`src/rtl/watch_time_if.sv`:
```
// rtl/watch_time_if.sv - button inputs and time/display outputs of the watch timekeeping controller
interface watch_time_if;
   logic       btn_mode;
   logic       btn_inc;
   logic       sec_tick;
   logic [4:0] hours;
   logic [5:0] minutes;
   logic [5:0] seconds;
   logic [1:0] mode;
   logic       blink;

   // Controller side: consumes button pulses, drives time and display state
   modport slave (
      input  btn_mode, btn_inc,
      output sec_tick, hours, minutes, seconds, mode, blink
   );

   // User/display side: issues button pulses, observes time and display state
   modport master (
      output btn_mode, btn_inc,
      input  sec_tick, hours, minutes, seconds, mode, blink
   );
endinterface

```
`src/rtl/watch_time_ctrl.sv`:
```
// rtl/watch_time_ctrl.sv - 1 s prescaler, HH:MM:SS register and RUN/SET_HR/SET_MIN mode FSM with field blink
module watch_time_ctrl #(
   parameter int CLK_HZ   = 100_000_000,
   parameter int BLINK_HZ = 2
) (
   input  logic         clk,
   input  logic         rst_n,
   watch_time_if.slave  bus
);

   localparam int BLINK_HALF = CLK_HZ / (2 * BLINK_HZ);
   localparam int PS_W       = $clog2(CLK_HZ);
   localparam int BL_W       = $clog2(BLINK_HALF);

   localparam logic [PS_W-1:0] PS_MAX = PS_W'(CLK_HZ - 1);
   localparam logic [BL_W-1:0] BL_MAX = BL_W'(BLINK_HALF - 1);

   // Reject clock/blink ratios that would give a blink half-period under two cycles or a fractional one
   if ((CLK_HZ < 4 * BLINK_HZ) || ((CLK_HZ % (2 * BLINK_HZ)) != 0)) begin : g_param_check
      $error("watch_time_ctrl: CLK_HZ must be >= 4*BLINK_HZ and a multiple of 2*BLINK_HZ");
   end

   typedef enum logic [1:0] {
      ST_RUN     = 2'd0,
      ST_SET_HR  = 2'd1,
      ST_SET_MIN = 2'd2
   } state_t;

   state_t          state;
   logic [PS_W-1:0] presc;
   logic [BL_W-1:0] bcnt;
   logic            tick_q;
   logic            blink_q;
   logic [4:0]      hours_q;
   logic [5:0]      minutes_q;
   logic [5:0]      seconds_q;

   // Mode FSM, prescaler, time-of-day and blink timing; a mode press always beats an increment press
   always_ff @(posedge clk or negedge rst_n) begin
      if (!rst_n) begin
         state     <= ST_RUN;
         presc     <= '0;
         bcnt      <= '0;
         tick_q    <= 1'b0;
         blink_q   <= 1'b0;
         hours_q   <= 5'd0;
         minutes_q <= 6'd0;
         seconds_q <= 6'd0;
      end else begin
         tick_q <= 1'b0;
         if (bus.btn_mode) begin
            case (state)
               ST_RUN: begin
                  state   <= ST_SET_HR;
                  presc   <= '0;
                  bcnt    <= '0;
                  blink_q <= 1'b1;
               end
               ST_SET_HR: begin
                  state   <= ST_SET_MIN;
                  bcnt    <= '0;
                  blink_q <= 1'b1;
               end
               default: begin
                  // Leaving the editor restarts the second from zero so the next tick is a full period away
                  state     <= ST_RUN;
                  presc     <= '0;
                  bcnt      <= '0;
                  blink_q   <= 1'b0;
                  seconds_q <= 6'd0;
               end
            endcase
         end else begin
            case (state)
               ST_RUN: begin
                  if (presc == PS_MAX) begin
                     presc  <= '0;
                     tick_q <= 1'b1;
                     if (seconds_q == 6'd59) begin
                        seconds_q <= 6'd0;
                        if (minutes_q == 6'd59) begin
                           minutes_q <= 6'd0;
                           hours_q   <= (hours_q == 5'd23) ? 5'd0 : hours_q + 5'd1;
                        end else begin
                           minutes_q <= minutes_q + 6'd1;
                        end
                     end else begin
                        seconds_q <= seconds_q + 6'd1;
                     end
                  end else begin
                     presc <= presc + PS_W'(1);
                  end
               end
               default: begin
                  // Set modes: time frozen except for the edited field, blink runs freely
                  if (bus.btn_inc) begin
                     if (state == ST_SET_HR) begin
                        hours_q <= (hours_q == 5'd23) ? 5'd0 : hours_q + 5'd1;
                     end else begin
                        minutes_q <= (minutes_q == 6'd59) ? 6'd0 : minutes_q + 6'd1;
                     end
                  end
                  if (bcnt == BL_MAX) begin
                     bcnt    <= '0;
                     blink_q <= ~blink_q;
                  end else begin
                     bcnt <= bcnt + BL_W'(1);
                  end
               end
            endcase
         end
      end
   end

   assign bus.sec_tick = tick_q;
   assign bus.hours    = hours_q;
   assign bus.minutes  = minutes_q;
   assign bus.seconds  = seconds_q;
   assign bus.mode     = state;
   assign bus.blink    = blink_q;

endmodule

```
`src/flat_wrapper.sv`:
```
// flat-port wrapper written by rule: the top's interface ports become plain ports
module watch_time_ctrl_flat 
#(
   parameter int CLK_HZ   = 100_000_000,
   parameter int BLINK_HZ = 2
)
  (clk, rst_n, bus_btn_mode, bus_btn_inc, bus_sec_tick, bus_hours, bus_minutes, bus_seconds, bus_mode, bus_blink);
  watch_time_if bus_i ();
  input  logic clk;
  input  logic rst_n;
  input wire logic [$bits(bus_i.btn_mode)-1:0] bus_btn_mode;
  input wire logic [$bits(bus_i.btn_inc)-1:0] bus_btn_inc;
  output wire logic [$bits(bus_i.sec_tick)-1:0] bus_sec_tick;
  output wire logic [$bits(bus_i.hours)-1:0] bus_hours;
  output wire logic [$bits(bus_i.minutes)-1:0] bus_minutes;
  output wire logic [$bits(bus_i.seconds)-1:0] bus_seconds;
  output wire logic [$bits(bus_i.mode)-1:0] bus_mode;
  output wire logic [$bits(bus_i.blink)-1:0] bus_blink;
  assign bus_i.btn_mode = bus_btn_mode;
  assign bus_i.btn_inc = bus_btn_inc;
  assign bus_sec_tick = bus_i.sec_tick;
  assign bus_hours = bus_i.hours;
  assign bus_minutes = bus_i.minutes;
  assign bus_seconds = bus_i.seconds;
  assign bus_mode = bus_i.mode;
  assign bus_blink = bus_i.blink;
  watch_time_ctrl #(.CLK_HZ(CLK_HZ), .BLINK_HZ(BLINK_HZ)) u_core (.clk(clk), .rst_n(rst_n), .bus(bus_i));
endmodule
```
`config.mk`:
```
export PLATFORM = sky130hd
export DESIGN_NAME = watch_time_ctrl_flat
export DESIGN_NICKNAME = d
export VERILOG_FILES = /design/src/rtl/watch_time_if.sv /design/src/rtl/watch_time_ctrl.sv /design/src/flat_wrapper.sv
export SDC_FILE = /design/constraint.sdc
export NUM_CORES = 1
export LEC_CHECK = 0
export ABC_AREA = 1
export BUFFER_PORTS_ARGS = -buffer_cell sky130_fd_sc_hd__buf_4
export CAP_MARGIN = 10
export CORE_AREA = 2 2 69 120
export DETAILED_ROUTE_END_ITERATION = 16
export DIE_AREA = 0 0 71 122
export PLACE_DENSITY = 0.93
export SYNTH_ARGS = -nofsm -noshare
export SYNTH_HDL_FRONTEND = slang
export SYNTH_SLANG_ARGS = --single-unit
```
`constraint.sdc`:
```
create_clock -name clk -period 2.22 [get_ports clk]
set_input_delay 0.111 -clock clk [delete_from_list [all_inputs] [get_ports clk]]
set_output_delay 0.111 -clock clk [all_outputs]
set_load 0.005 [all_outputs]
```
# After elaboration in Yosys (flattened, before gate mapping)
# Cells that the tools add are included.
# Widths: inputs -> output; s select.
[totals]
register_bits = 73
elab_cells = 73
inputBits = 4
[classes]
addsub = 5
n_mux = 33
bitwise = 2
reduce_logical = 12
n_eq_ne = 13
[ops]
columns = ["op", "n"]
rows = [
  ["$mux 27", 4],
  ["$mux 25", 3],
  ["$mux 6", 11],
  ["$mux 5", 7],
  ["$add 27x1->27 const B", 1],
  ["$eq 27x27->1 const B", 1],
  ["$add 25x1->25 const B", 1],
  ["$eq 25x25->1 const B", 1],
  ["$add 6x1->6 const B", 2],
  ["$eq 6x6->1 const B", 2],
  ["$reduce_bool 2->1", 5],
  ["$ne 2x2->1 const B", 4],
  ["$mux 1", 7],
  ["$ne 2x1->1 const B", 3],
  ["$reduce_and 6->1", 1],
  ["$add 5x1->5 const B", 1],
  ["$eq 5x5->1 const B", 1],
  ["$reduce_and 5->1", 1],
  ["$pmux 2 s2", 1],
  ["$reduce_and 2->1", 2],
  ["$reduce_and 3->1", 1],
  ["$eq 2x1->1 const B", 1],
  ["$logic_not 2->1", 1],
  ["$not 1->1", 2],
  ["$reduce_or 2->1", 1],
]

# Depth between registers and ports, before layout
# Gate-level depths: netlist (run 1).
[logic_depth]
depth_word = 6
ltp_mapped = 11

# Worst setup path after synthesis (run 1)
# OpenSTA, ideal clock, no wires.
[synth_timing]
path_kind = "register -> register"
from = "register u_core.minutes_q[0] (netlist: u_core.bus.minutes[0])"
to = "register u_core.hours_q[2] (netlist: u_core.bus.hours[2])"
slack_ns = 0.686
path_stages_with_launch = 9
arrival_time_ns = 1.417
setup_time_ns = 0.117
synth_period_minus_slack_ns = 1.534
path_cell_list = "dfrtp_1 > ha_1 > nand3_1 > nor2_2 > o21ai_1 > nor2_4 > nand3_2 > nand2_1 > nand2_1"
[synth_via]
elab_chain_len = 3
[synth_rtl]
columns = ["element", "line_no", "rtl"]
rows = [
  ["start: declaration", "watch_time_ctrl.sv:35", "logic [5:0] minutes_q;"],
  ["start signal: assignment", "watch_time_ctrl.sv:85", "minutes_q <= minutes_q + 6'd1;"],
  ["start signal: assignment", "watch_time_ctrl.sv:100", "minutes_q <= (minutes_q == 6'd59) ? 6'd0 : minutes_q + 6'd1;"],
  ["$eq 6x6->1", "watch_time_ctrl.sv:81", "if (minutes_q == 6'd59) begin"],
  ["$ne 2x1->1 (no source line)", "n/a", ""],
  ["$reduce_and 6->1 (no source line)", "n/a", ""],
  ["end signal: assignment", "watch_time_ctrl.sv:83", "hours_q <= (hours_q == 5'd23) ? 5'd0 : hours_q + 5'd1;"],
  ["end signal: assignment", "watch_time_ctrl.sv:98", "hours_q <= (hours_q == 5'd23) ? 5'd0 : hours_q + 5'd1;"],
  ["end: declaration", "watch_time_ctrl.sv:34", "logic [4:0] hours_q;"],
]
# Every way passes these cells.
# A chain may end at the register's enable or synchronous reset.

# Final worst setup path (run 1)
[layout_timing]
from = "register u_core.state[0] (netlist: u_core.bus.mode[0])"
to = "register u_core.bcnt[10]"
[layout_via]
elab_chain_len = 2
[layout_rtl]
columns = ["element", "line_no", "rtl"]
rows = [
  ["start: declaration", "watch_time_ctrl.sv:29", "state_t state;"],
  ["start signal: assignment", "watch_time_ctrl.sv:41", "state <= ST_RUN;"],
  ["start signal: assignment", "watch_time_ctrl.sv:54", "state <= ST_SET_HR;"],
  ["start signal: assignment", "watch_time_ctrl.sv:60", "state <= ST_SET_MIN;"],
  ["$logic_not 2->1", "watch_time_ctrl.sv:74", "case (state)"],
  ["$ne 2x2->1 (no source line)", "n/a", ""],
  ["end signal: assignment", "watch_time_ctrl.sv:107", "bcnt <= bcnt + BL_W'(1);"],
  ["end: declaration", "watch_time_ctrl.sv:31", "logic [BL_W-1:0] bcnt;"],
]
# Every way passes these cells.

==> metrics.txt, run 1 <==
# TYPE chip_impl_metric gauge
chip_impl_metric{name="cts.htree.levels",unit=""} 3
chip_impl_metric{name="drt_first_iter_violations",unit=""} 349
chip_impl_metric{name="cts_made_buffers",unit=""} 9
chip_impl_metric{name="place.detailed.instances",unit=""} 797
chip_impl_info{name="path_class",value="register to register"} 1
chip_impl_metric{name="cts_resized",unit=""} 0
chip_impl_metric{name="cts_buffer_depth",unit=""} 2
chip_impl_metric{name="place_congestion",unit=""} 0.965
chip_impl_metric{name="worst_max_slew_margin_expressed_relative_to_the_limit",unit="%"} 39.0
chip_impl_metric{name="ys_types",unit=""} 35
chip_impl_metric{name="design.portCount",unit=""} 25
chip_impl_metric{name="maximum_cell_stage_delay_along_the_critical_path",unit="ns"} 0.45
chip_impl_metric{name="design.final.nets",unit=""} 728
chip_impl_metric{name="area_overhead_vs_synth",unit="%"} 9.61
chip_impl_metric{name="p_per_area",unit="nW/um^2"} 739
chip_impl_metric{name="port_buffers",unit=""} 24
chip_impl_metric{name="post_route_cells_drive_above_1_share",unit="%"} 12.2
chip_impl_metric{name="post_synth.cell_area_avg",unit="sq um"} 6.94
chip_impl_metric{name="grt_use_total",unit="%"} 30.2
chip_impl_metric{name="grt_use_met1",unit="%"} 31.1
chip_impl_metric{name="leakagePower",unit="nW"} 2.49
chip_impl_metric{name="grt_antenna_before_repair",unit=""} 0
chip_impl_metric{name="detail_route.first_pass.iterations",unit=""} 5
chip_impl_metric{name="ys_seq_elements",unit=""} 73
chip_impl_metric{name="worst_ir_drop_vdd",unit="V"} 0.000850
chip_impl_metric{name="sequential_share_of_the_synthesized_area",unit="%"} 37.8
chip_impl_metric{name="clock-skew-final",unit="ns"} 0.00555
chip_impl_metric{name="route.antenna.remaining_nets",unit=""} 0
chip_impl_metric{name="dieWidth",unit="microns"} 71
chip_impl_metric{name="final-instance-count-excl-fill",unit=""} 812
chip_impl_metric{name="route.detailed.drc",unit=""} 0
chip_impl_info{name="cp_top_family",value="simple AND/OR/NAND/NOR gates"} 1
chip_impl_metric{name="fillers",unit=""} 589
chip_impl_metric{name="initial_core_util",unit="%"} 61.9
chip_impl_metric{name="via_count_of_the_first_global_routing_pass",unit=""} 4696
chip_impl_info{name="cts_root_buffer",value="clkbuf_16"} 1
chip_impl_metric{name="routed_via_density",unit=""} 5.76
chip_impl_metric{name="number_of_placement_rows",unit=""} 43
chip_impl_metric{name="setup_violations",unit=""} 0
chip_impl_info{name="cpMaxStageDelayCell",value="dfrtp_1"} 1
chip_impl_metric{name="setup_tns",unit="ns"} 0
chip_impl_info{name="timing.critical_path.cells",value="nor2_4 > nand2_2 > nand3_2 > nor2_1 > inv_1 > nor2_1 > nand2_1 > nand2_1 > nor2_1"} 1
chip_impl_metric{name="grt_first_pass_wirelength",unit="mm"} 20.7
chip_impl_metric{name="tritoncts_num_sinks",unit=""} 73
chip_impl_metric{name="place.detailed.hpwl",unit="mm"} 8.71
chip_impl_info{name="hold_path_class",value="input pin to register"} 1
chip_impl_metric{name="clock_latency",unit="ns"} 0.33
chip_impl_metric{name="worstPathMaxFanout",unit=""} 15
chip_impl_info{name="worst_path_most_repeated_cell",value="nor2_1"} 1
chip_impl_metric{name="syn-num-nets",unit=""} 705
chip_impl_metric{name="critical_path_buffers_and_inverters",unit=""} 1
chip_impl_info{name="status",value="complete, no violations"} 1
chip_impl_metric{name="clkTransAtPathRegs",unit="ns"} 0.06
chip_impl_metric{name="die_area",unit="sq um"} 8660
chip_impl_metric{name="insertedDiodeCount",unit=""} 0
chip_impl_metric{name="fmax",unit="MHz"} 522
chip_impl_info{name="startpoint_kind_of_the_worst_setup_timing_path",value="register"} 1
chip_impl_metric{name="worst-endpoint-required",unit="ns"} 2.44
chip_impl_metric{name="global_route.usage.met3",unit="%"} 5.79
chip_impl_metric{name="grt_max_degree",unit=""} 74
chip_impl_metric{name="timing.final.max_slew_violations",unit=""} 0
chip_impl_metric{name="grtUsageMet2",unit="%"} 53.5
chip_impl_metric{name="timing.max_cap.violations",unit=""} 0
chip_impl_metric{name="finalCriticalPeriod",unit="ns"} 1.92
chip_impl_metric{name="core_area",unit="sq um"} 7800
chip_impl_metric{name="final.period_utilization",unit="%"} 86.4
chip_impl_info{name="tritoncts_clock_tree",value="yes"} 1
chip_impl_metric{name="avgRoutedWirePerCell",unit="microns"} 15.0
chip_impl_metric{name="die_height",unit="microns"} 122
chip_impl_metric{name="max_slew.worst_pin.slew",unit="ns"} 0.914
chip_impl_info{name="global_route.peak_usage_layer",value="met2"} 1
chip_impl_metric{name="synth_cells",unit=""} 696
chip_impl_info{name="setup.worst_path.end_class",value="register"} 1
chip_impl_info{name="grt_setup_unrepaired",value="no"} 1
chip_impl_metric{name="num_vias",unit=""} 4675
chip_impl_metric{name="netlist_area",unit="sq um"} 4830
chip_impl_metric{name="critical_path_arrival",unit="ns"} 2.14
chip_impl_metric{name="grt_overflow",unit=""} 0
chip_impl_metric{name="ys_warnings",unit=""} 0
chip_impl_metric{name="drt_wl_total",unit="mm"} 12.2
chip_impl_metric{name="finalHoldViolations",unit=""} 0
==> cell usage after synthesis <==
cell type  number  share of area [%]
buf_8           1               0.31
clkbuf_1        1              0.078
o21a_1          1               0.16
nor2_1        114                8.9
xor2_1         17                3.1
nor3_1          9               0.93
nor4_1          3               0.39
inv_1          72                5.6
buf_6           1               0.23
xnor2_1        10                1.8
nand2_2        10                1.3
nor3_4          1               0.34
a21oi_2         1               0.18
nand3_2         3               0.62
nand3_1        51                5.3
nand3_4         1               0.36
clkbuf_2        1               0.10
o21ai_0        15                1.6
a32o_1          1               0.21
buf_2          10                1.0
o21bai_1        1               0.16
o21ai_2        10                1.8
nor2_2          7               0.91
nand2_1       221                 17
buf_12          1               0.41
nand2_4         3               0.70
nand4_1        26                3.4
a21oi_1         6               0.62
inv_2           3               0.23
dfrtp_1        73                 38
or2_2           1               0.13
nand3b_1        2               0.31
nor2_4          9                2.1
ha_1            5                1.3
o21ai_1         5               0.52
==> routing by layer <==
metal,share of wire (%),wire (microns)
met1,36,4390
met2,54,6570
met4,6.1,742
met5,0,0
met3,3.8,459
==> cell families after synthesis <==
group	count (synthesis)	synth area share, %
simple gates	461	42.8
buf+inv	90	8.00
flops	73	37.8
compound gates	40	5.21
fa+ha+maj	5	1.30
xor+xnor	27	4.90
==> state kept, by name, indices dropped and copies added, names as in the netlist <==
signal	flops
u_core.bus.seconds	6
u_core.bus.sec_tick	1
u_core.bus.hours	5
u_core.bcnt	25
u_core.bus.mode	2
u_core.bus.blink	1
u_core.presc	27
u_core.bus.minutes	6
==> repair_timing <==
action | CTS | global route
hold buffers | 1 | 0
setup buffers | 0 | 0
endpoints found under the hold margin | 73 | 0
==> layout by cell type, fill, tap and decap left out, types with 9 or more instances in the layout <==
cell,Yosys,layout
nand3_1,51,51
nand2_1,221,221
o21ai_2,10,10
xor2_1,17,17
dfrtp_1,73,73
buf_4,0,26
nor2_1,114,114
o21ai_0,15,15
inv_1,72,72
nand4_1,26,26
xnor2_1,10,10
clkbuf_16,0,9
nand2_2,10,10
nor2_4,9,9
nor3_1,9,9
==> worst reg2reg max path: cells and delay by family (launching register included) <==
kind / cells / cell delay, ns
buffers and inverters: 1 / 0.07
and+or+nand+nor: 8 / 1.28
DFF: 1 / 0.45
==> cell type report <==
type | instances | area (sq um) | area share [%]
Clock inverter | 4 | 22.5 | 0.425
Timing Repair Buffer | 27 | 205 | 3.88
Sequential cell | 73 | 1830 | 34.5
Tap cell | 90 | 113 | 2.13
Inverter | 75 | 282 | 5.32
Multi-Input combinational cell | 533 | 2620 | 49.4
Clock buffer | 10 | 229 | 4.33
==> power by group <==
| group | internal (W) | leakage (nW) | total, W | switching [W] |
|---|---|---|---|---|
| clock | 0.000737 | 0.124 | 0.00127 | 0.000538 |
| combinational | 0.000334 | 1.37 | 0.00101 | 0.000673 |
| sequential | 0.00146 | 1.00 | 0.00163 | 0.000172 |
==> worst paths after layout <==
| check | endpoint | slack, ns | from | cells past startpoint |
|---|---|---|---|---|
| hold reg to reg | u_core.presc[1]$_DFFE_PN0P_ | 0.54 | u_core.presc[1]$_DFFE_PN0P_ | 2 |
| min in group asynchronous | u_core.presc[21]$_DFFE_PN0P_ | 0.45 | rst_n | 2 |
| setup reg to reg | u_core.bcnt[10]$_DFFE_PN0P_ | 0.30 | u_core.bus.mode[0]$_DFFE_PN0P_ | 9 |
| max in group asynchronous | u_core.bus.hours[3]$_DFFE_PN0P_ | 1.17 | rst_n | 2 |
| setup / recovery | u_core.bcnt[10]$_DFFE_PN0P_ | 0.30 | u_core.bus.mode[0]$_DFFE_PN0P_ | 9 |
| hold / removal | u_core.bus.seconds[2]$_DFFE_PN0P_ | 0.07 | bus_btn_mode | 4 |
==> metrics by stage <==
stage	utilization [%]	cell area (sq um)	setup WS, ns	total power, W	hold WS [ns]
2_1_floorplan	-	4830	0.686	0.00234	-0.185
3_3_place_gp	64.5	5030	0.490	0.00260	0.296
3_5_place_dp	64.5	5030	0.362	0.00264	0.302
4_1_cts	67.9	5290	0.355	0.00392	0.0643
5_1_grt	67.9	5290	0.215	0.00411	0.0819
6_report	67.9	5290	0.303	0.00391	0.0721
(Power assumes the default switching activity.)
==> run 2: changes to the inputs <==
- PLACE_DENSITY: 0.93 -> 0.85
==> metrics.txt, run 2 (synthesized netlist as in run 1, its figures left out) <==
# TYPE chip_impl_metric gauge
chip_impl_info{name="grt_setup_unrepaired",value="no"} 1
chip_impl_metric{name="grt_use_total",unit="%"} 29.9
chip_impl_metric{name="post_route_cells_drive_above_1_share",unit="%"} 12.2
chip_impl_metric{name="route.detailed.drc",unit=""} 0
chip_impl_info{name="rr_endpoint",value="u_core.presc[26]$_DFFE_PN0P_"} 1
chip_impl_info{name="crit_path_start",value="u_core.presc[1]$_DFFE_PN0P_"} 1
chip_impl_metric{name="clkTransAtPathRegs",unit="ns"} 0.06
chip_impl_metric{name="via_count_of_the_first_global_routing_pass",unit=""} 4626
chip_impl_metric{name="core_area",unit="sq um"} 7800
chip_impl_metric{name="detail_route.first_pass.iterations",unit=""} 5
chip_impl_metric{name="layout_setup_ws",unit="ns"} 0.405
chip_impl_metric{name="number_of_cells_on_the_worst_reg_to_reg_path",unit=""} 8
chip_impl_metric{name="drt_first_iter_violations",unit=""} 300
chip_impl_info{name="path_class",value="register to register"} 1
chip_impl_metric{name="worst-endpoint-required",unit="ns"} 2.44
chip_impl_metric{name="setup_tns",unit="ns"} 0
chip_impl_metric{name="leakagePower",unit="nW"} 2.51
chip_impl_info{name="cts_root_buffer",value="clkbuf_16"} 1
chip_impl_metric{name="max_slew.worst_pin.slew",unit="ns"} 0.913
chip_impl_metric{name="insertedDiodeCount",unit=""} 0
chip_impl_metric{name="totalPowerFinal",unit="W"} 0.00408
chip_impl_metric{name="number_of_placement_rows",unit=""} 43
chip_impl_metric{name="finalHoldViolations",unit=""} 0
chip_impl_metric{name="timing.final.max_slew_violations",unit=""} 0
chip_impl_metric{name="clock-skew-final",unit="ns"} 0.00711
chip_impl_info{name="top_register",value="u_core.presc"} 1
chip_impl_metric{name="area_overhead_vs_synth",unit="%"} 10.4
chip_impl_metric{name="initial_core_util",unit="%"} 61.9
chip_impl_metric{name="timing.max_cap.violations",unit=""} 0
chip_impl_info{name="largestRegisters",value="u_core.presc (27), u_core.bcnt (25)"} 1
chip_impl_metric{name="avgRoutedWirePerCell",unit="microns"} 14.9
chip_impl_info{name="timing.critical_path.to",value="u_core.presc[26]$_DFFE_PN0P_"} 1
chip_impl_metric{name="num_vias",unit=""} 4608
chip_impl_metric{name="cts_made_buffers",unit=""} 9
chip_impl_metric{name="grt_overflow",unit=""} 0
chip_impl_metric{name="design.portCount",unit=""} 25
chip_impl_metric{name="tritoncts_num_sinks",unit=""} 73
chip_impl_metric{name="routed_via_density",unit=""} 5.66
chip_impl_metric{name="fmax",unit="MHz"} 551
chip_impl_metric{name="route.antenna.remaining_nets",unit=""} 0
chip_impl_metric{name="post_cts_buffers",unit=""} 0
chip_impl_info{name="critical_path.reg2reg.startpoint",value="u_core.presc[1]$_DFFE_PN0P_"} 1
chip_impl_metric{name="grt_max_degree",unit=""} 74
chip_impl_metric{name="grt_antenna_before_repair",unit=""} 0
chip_impl_metric{name="grt_first_pass_wirelength",unit="mm"} 20.4
chip_impl_metric{name="cts.htree.levels",unit=""} 3
chip_impl_metric{name="largest_register_ffs",unit=""} 27
chip_impl_metric{name="worst_max_slew_margin_expressed_relative_to_the_limit",unit="%"} 39.2
chip_impl_metric{name="place.detailed.hpwl",unit="mm"} 8.81
chip_impl_metric{name="fin_worst_hold_slack",unit="ns"} 0.0832
chip_impl_metric{name="drt_wl_total",unit="mm"} 12.2
chip_impl_info{name="status",value="complete, no violations"} 1
chip_impl_metric{name="post-route-util",unit="%"} 68.4
chip_impl_metric{name="die_height",unit="microns"} 122
chip_impl_metric{name="cts_buffer_depth",unit=""} 2
chip_impl_info{name="startpoint_kind_of_the_worst_setup_timing_path",value="register"} 1
chip_impl_metric{name="p_per_area",unit="nW/um^2"} 765
chip_impl_metric{name="setup_slack_at_placement",unit="ns"} 0.451
chip_impl_metric{name="worst_ir_drop_vdd",unit="V"} 0.000869
chip_impl_metric{name="place_congestion",unit=""} 0.958
chip_impl_metric{name="dieWidth",unit="microns"} 71
chip_impl_info{name="tritoncts_clock_tree",value="yes"} 1
chip_impl_info{name="hold_path.startpoint",value="bus_btn_mode"} 1
chip_impl_metric{name="port_buffers",unit=""} 24
chip_impl_metric{name="final.period_utilization",unit="%"} 81.7
chip_impl_metric{name="worstPathMaxFanout",unit=""} 4
chip_impl_metric{name="clock_latency",unit="ns"} 0.34
chip_impl_metric{name="critical_path_arrival",unit="ns"} 2.04
chip_impl_info{name="final_cell_mix",value="221 x nand2_1, 114 x nor2_1, 73 x dfrtp_1"} 1
chip_impl_info{name="setup.worst_path.end_class",value="register"} 1
chip_impl_metric{name="setup_violations",unit=""} 0
chip_impl_metric{name="fillers",unit=""} 657
chip_impl_metric{name="worst_hold_path.num_cells",unit=""} 4
chip_impl_info{name="layout.cells.most_common",value="nand2_1"} 1
chip_impl_metric{name="design.final.nets",unit=""} 728
chip_impl_metric{name="die_area",unit="sq um"} 8660
chip_impl_metric{name="finalCriticalPeriod",unit="ns"} 1.81
chip_impl_info{name="hold_path_class",value="input pin to register"} 1
chip_impl_metric{name="setup.reg_to_reg.worst_slack",unit="ns"} 0.41
-- run 2: changes by cell type in the layout (fill, tap and decap cells not counted), sizes merged --
cell,previous run,this run
bufinv,0,1
clkinvlp,1,0
clkbuf,10,13
clkinv,3,2
-- run 2: worst min path at each step --
stage / end / slack (ns)
6_report: u_core.bus.seconds[3]$_DFFE_PN0P_ / 0.08
5_1_grt: u_core.bus.seconds[3]$_DFFE_PN0P_ / 0.09
4_1_cts: u_core.bus.seconds[3]$_DFFE_PN0P_ / 0.07
3_5_place_dp: u_core.presc[15]$_DFFE_PN0P_ / 0.30
3_3_place_gp: u_core.presc[15]$_DFFE_PN0P_ / 0.29
2_1_floorplan: u_core.bcnt[0]$_DFFE_PN0P_ / -0.18
-- run 2: repair_timing --
| action | CTS | global route |
|---|---|---|
| hold endpoints to repair | 73 | 0 |
| hold buffers | 1 | 0 |
| resized for setup | 0 | 0 |
-- run 2: layout make-up --
| cell class | count | area [sq um] | share of cell area (%) |
|---|---|---|---|
| multi-input cells | 533 | 2620 | 49.1 |
| flip-flops and latches | 73 | 1830 | 34.3 |
| inverters | 75 | 282 | 5.28 |
| clock buffers | 13 | 250 | 4.69 |
| repair buffers | 27 | 205 | 3.85 |
| well taps | 90 | 113 | 2.11 |
| clock inverters | 3 | 40.0 | 0.751 |
-- run 2: report_power, final --
part | internal [W] | switching (W)
logic | 0.000335 | 0.000671
clock network | 0.000898 | 0.000547
registers | 0.00146 | 0.000169
total | 0.00269 | 0.00139
-- run 2: worst max-delay path: stages (launching register included) --
cell     delay [ns]
dfrtp_1        0.38
ha_1           0.19
nand2_1        0.09
nor2_2         0.18
nand3_1        0.28
nor2_1         0.24
nand3_1        0.12
nand4_1        0.14
nand2_1        0.07
-- run 2: per-layer routing --
metal  track usage, %  wire [microns]  share of wire, %
met5                0               0                 0
met4             20.8             653               5.4
met3             5.05             413               3.4
met2             53.6            6600                54
met1             31.0            4490                37
-- run 2: per-stage QoR --
step | area, sq um | std cells
6_report | 5330 | 814
3_5_place_dp | 5030 | 797
5_1_grt | 5330 | 814
2_1_floorplan | 4830 | 696
4_1_cts | 5330 | 814
3_3_place_gp | 5030 | 797
==> run 3: changes to the inputs <==
- CORE_AREA: 2 2 69 120 -> 2 2 70 122
- DIE_AREA: 0 0 71 122 -> 0 0 72 124
- PLACE_DENSITY: 0.85 -> 0.83
- clock period: 2.22 -> 1.75 ns (I/O delays scaled with it)
==> metrics.txt, run 3 (synthesized netlist as in run 1, its figures left out) <==
# TYPE chip_impl_metric gauge
chip_impl_info{name="status",value="complete, no violations"} 1
chip_impl_metric{name="timing.final.max_slew_violations",unit=""} 0
chip_impl_info{name="cpMaxStageDelayCell",value="dfrtp_1"} 1
chip_impl_metric{name="critical_path_arrival",unit="ns"} 1.93
chip_impl_metric{name="route.antenna.remaining_nets",unit=""} 0
chip_impl_metric{name="fmax",unit="MHz"} 599
chip_impl_info{name="cts_root_buffer",value="clkbuf_16"} 1
chip_impl_metric{name="grt_first_pass_wirelength",unit="mm"} 19.9
chip_impl_metric{name="drt_wl_total",unit="mm"} 12.3
chip_impl_metric{name="routed_via_density",unit=""} 5.67
chip_impl_metric{name="clock_latency",unit="ns"} 0.33
chip_impl_info{name="final_cell_mix",value="219 x nand2_1, 111 x nor2_1, 72 x inv_1, 72 x dfrtp_1, 51 x nand3_1"} 1
chip_impl_metric{name="post_route_cells_drive_above_1_share",unit="%"} 16.3
chip_impl_metric{name="clock-skew-final",unit="ns"} 0.00726
chip_impl_metric{name="grt_max_degree",unit=""} 38
chip_impl_info{name="startpoint_kind_of_the_worst_setup_timing_path",value="register"} 1
chip_impl_metric{name="drt_first_iter_violations",unit=""} 372
chip_impl_metric{name="setup.reg_to_reg.worst_slack",unit="ns"} 0.08
chip_impl_metric{name="max_slew.worst_pin.slew",unit="ns"} 0.497
chip_impl_metric{name="finalHoldViolations",unit=""} 0
chip_impl_metric{name="port_buffers",unit=""} 24
chip_impl_metric{name="route.detailed.drc",unit=""} 0
chip_impl_info{name="hold_path_class",value="input pin to register"} 1
chip_impl_metric{name="cts_made_buffers",unit=""} 9
chip_impl_metric{name="timing.max_cap.violations",unit=""} 0
chip_impl_metric{name="finalCriticalPeriod",unit="ns"} 1.67
chip_impl_metric{name="setup_violations",unit=""} 0
chip_impl_metric{name="area_overhead_vs_synth",unit="%"} 16.3
chip_impl_metric{name="cts.htree.levels",unit=""} 3
chip_impl_info{name="layout.cells.most_common",value="nand2_1"} 1
chip_impl_metric{name="final.period_utilization",unit="%"} 95.4
chip_impl_metric{name="place.detailed.instances",unit=""} 811
chip_impl_metric{name="setup_slack_at_placement",unit="ns"} 0.00789
chip_impl_metric{name="grt_antenna_before_repair",unit=""} 0
chip_impl_metric{name="dieWidth",unit="microns"} 72
chip_impl_metric{name="place.detailed.hpwl",unit="mm"} 8.78
chip_impl_metric{name="tritoncts_num_sinks",unit=""} 73
chip_impl_metric{name="num_vias",unit=""} 4748
chip_impl_metric{name="die_height",unit="microns"} 124
chip_impl_metric{name="worst_ir_drop_vdd",unit="V"} 0.00108
chip_impl_info{name="top_register",value="u_core.presc"} 1
chip_impl_info{name="timing.critical_path.cells",value="ha_2 > inv_1 > nor2_4 > nand3_2 > nor2_4 > nand2_1 > o21bai_1 > inv_1 > nor2_1"} 1
chip_impl_metric{name="place_congestion",unit=""} 0.956
chip_impl_metric{name="setup_tns",unit="ns"} 0
chip_impl_metric{name="avgRoutedWirePerCell",unit="microns"} 14.8
chip_impl_info{name="path_class",value="register to register"} 1
chip_impl_metric{name="core_area",unit="sq um"} 7910
chip_impl_metric{name="fin_worst_hold_slack",unit="ns"} 0.0661
chip_impl_metric{name="maximum_cell_stage_delay_along_the_critical_path",unit="ns"} 0.37
chip_impl_metric{name="number_of_placement_rows",unit=""} 43
chip_impl_metric{name="design.final.nets",unit=""} 751
chip_impl_metric{name="via_count_of_the_first_global_routing_pass",unit=""} 4375
chip_impl_metric{name="detail_route.first_pass.iterations",unit=""} 6
chip_impl_metric{name="worst_max_slew_margin_expressed_relative_to_the_limit",unit="%"} 66.8
chip_impl_metric{name="grt_use_total",unit="%"} 28.5
chip_impl_metric{name="leakagePower",unit="nW"} 2.64
chip_impl_metric{name="clkTransAtPathRegs",unit="ns"} 0.06
chip_impl_metric{name="p_per_area",unit="nW/um^2"} 971
chip_impl_metric{name="insertedDiodeCount",unit=""} 0
chip_impl_info{name="setup.worst_path.end_class",value="register"} 1
chip_impl_metric{name="worstPathMaxFanout",unit=""} 6
chip_impl_metric{name="worst-endpoint-required",unit="ns"} 2.01
chip_impl_metric{name="initial_core_util",unit="%"} 61.1
chip_impl_info{name="tritoncts_clock_tree",value="yes"} 1
chip_impl_info{name="largestRegisters",value="u_core.presc (27), u_core.bcnt (25)"} 1
chip_impl_metric{name="layout_setup_ws",unit="ns"} 0.0799
chip_impl_metric{name="final-instance-count-excl-fill",unit=""} 837
chip_impl_metric{name="largest_register_ffs",unit=""} 27
chip_impl_metric{name="design.portCount",unit=""} 25
chip_impl_metric{name="cts_buffer_depth",unit=""} 2
chip_impl_metric{name="grt_overflow",unit=""} 0
chip_impl_metric{name="die_area",unit="sq um"} 8930
==> run 3: worst paths after layout <==
| kind | startpoint | end | cells past startpoint |
|---|---|---|---|
| min reg2reg | u_core.bus.hours[4]$_DFFE_PN0P_ | u_core.bus.hours[4]$_DFFE_PN0P_ | 2 |
| max | u_core.bcnt[1]$_DFFE_PN0P_ | u_core.bcnt[18]$_DFFE_PN0P_ | 9 |
| min | bus_btn_mode | u_core.bus.seconds[3]$_DFFE_PN0P_ | 4 |
| max reg2reg | u_core.bcnt[1]$_DFFE_PN0P_ | u_core.bcnt[18]$_DFFE_PN0P_ | 9 |
| min in group asynchronous | rst_n | u_core.presc[15]$_DFFE_PN0P_ | 2 |
| max in group asynchronous | rst_n | u_core.bcnt[9]$_DFFE_PN0P_ | 3 |
==> run 3: through the flow <==
stage	utilization [%]	total power [W]	instance area, sq um
4_1_cts	69.3	0.00526	5480
5_1_grt	71.0	0.00572	5620
3_3_place_gp	65.3	0.00343	5160
6_report	71.0	0.00546	5620
2_1_floorplan	-	0.00297	4830
3_5_place_dp	65.3	0.00347	5160
==> run 3: cell type report <==
type | instances | area (sq um)
Clock buffer | 12 | 267
Clock inverter | 4 | 26.3
Fill cell | 582 | 2290
Inverter | 75 | 284
Multi-Input combinational cell | 533 | 2690
Sequential cell | 73 | 1830
Tap cell | 90 | 113
Timing Repair Buffer | 50 | 415
==> run 3: routing by layer <==
| metal | track usage (%) | vias to the layer above | wire length (microns) |
|---|---|---|---|
| met2 | 50.9 | 176 | 6740 |
| li1 | - | 2292 | - |
| met4 | 19.3 | 0 | 630 |
| met5 | 0 | - | 0 |
| met3 | 3.80 | 53 | 470 |
| met1 | 30.7 | 2227 | 4500 |
==> run 3: power breakdown <==
part	internal, W	switching, W	leakage [nW]
combinational	0.000642	0.000974	1.50
sequential	0.00185	0.000220	1.00
clock	0.00107	0.000696	0.145
total	0.00357	0.00189	2.64
==> run 3: timing repair <==
action | CTS | global route
resized for setup | 3 | 14
setup buffers | 0 | 9
setup endpoints to repair | 11 | 51
hold buffers | 1 | 0
endpoints found under the hold margin | 36 | 0
pin swaps | 0 | 6
==> run 3: worst max-delay path, delay by kind of cell, from the launching register on <==
kind	cells	cell delay, ns
and+or+nand+nor	5	0.73
AOI/OAI and AO/OA	1	0.15
adders and majority gates	1	0.21
buffers and inverters	2	0.14
DFF	1	0.37
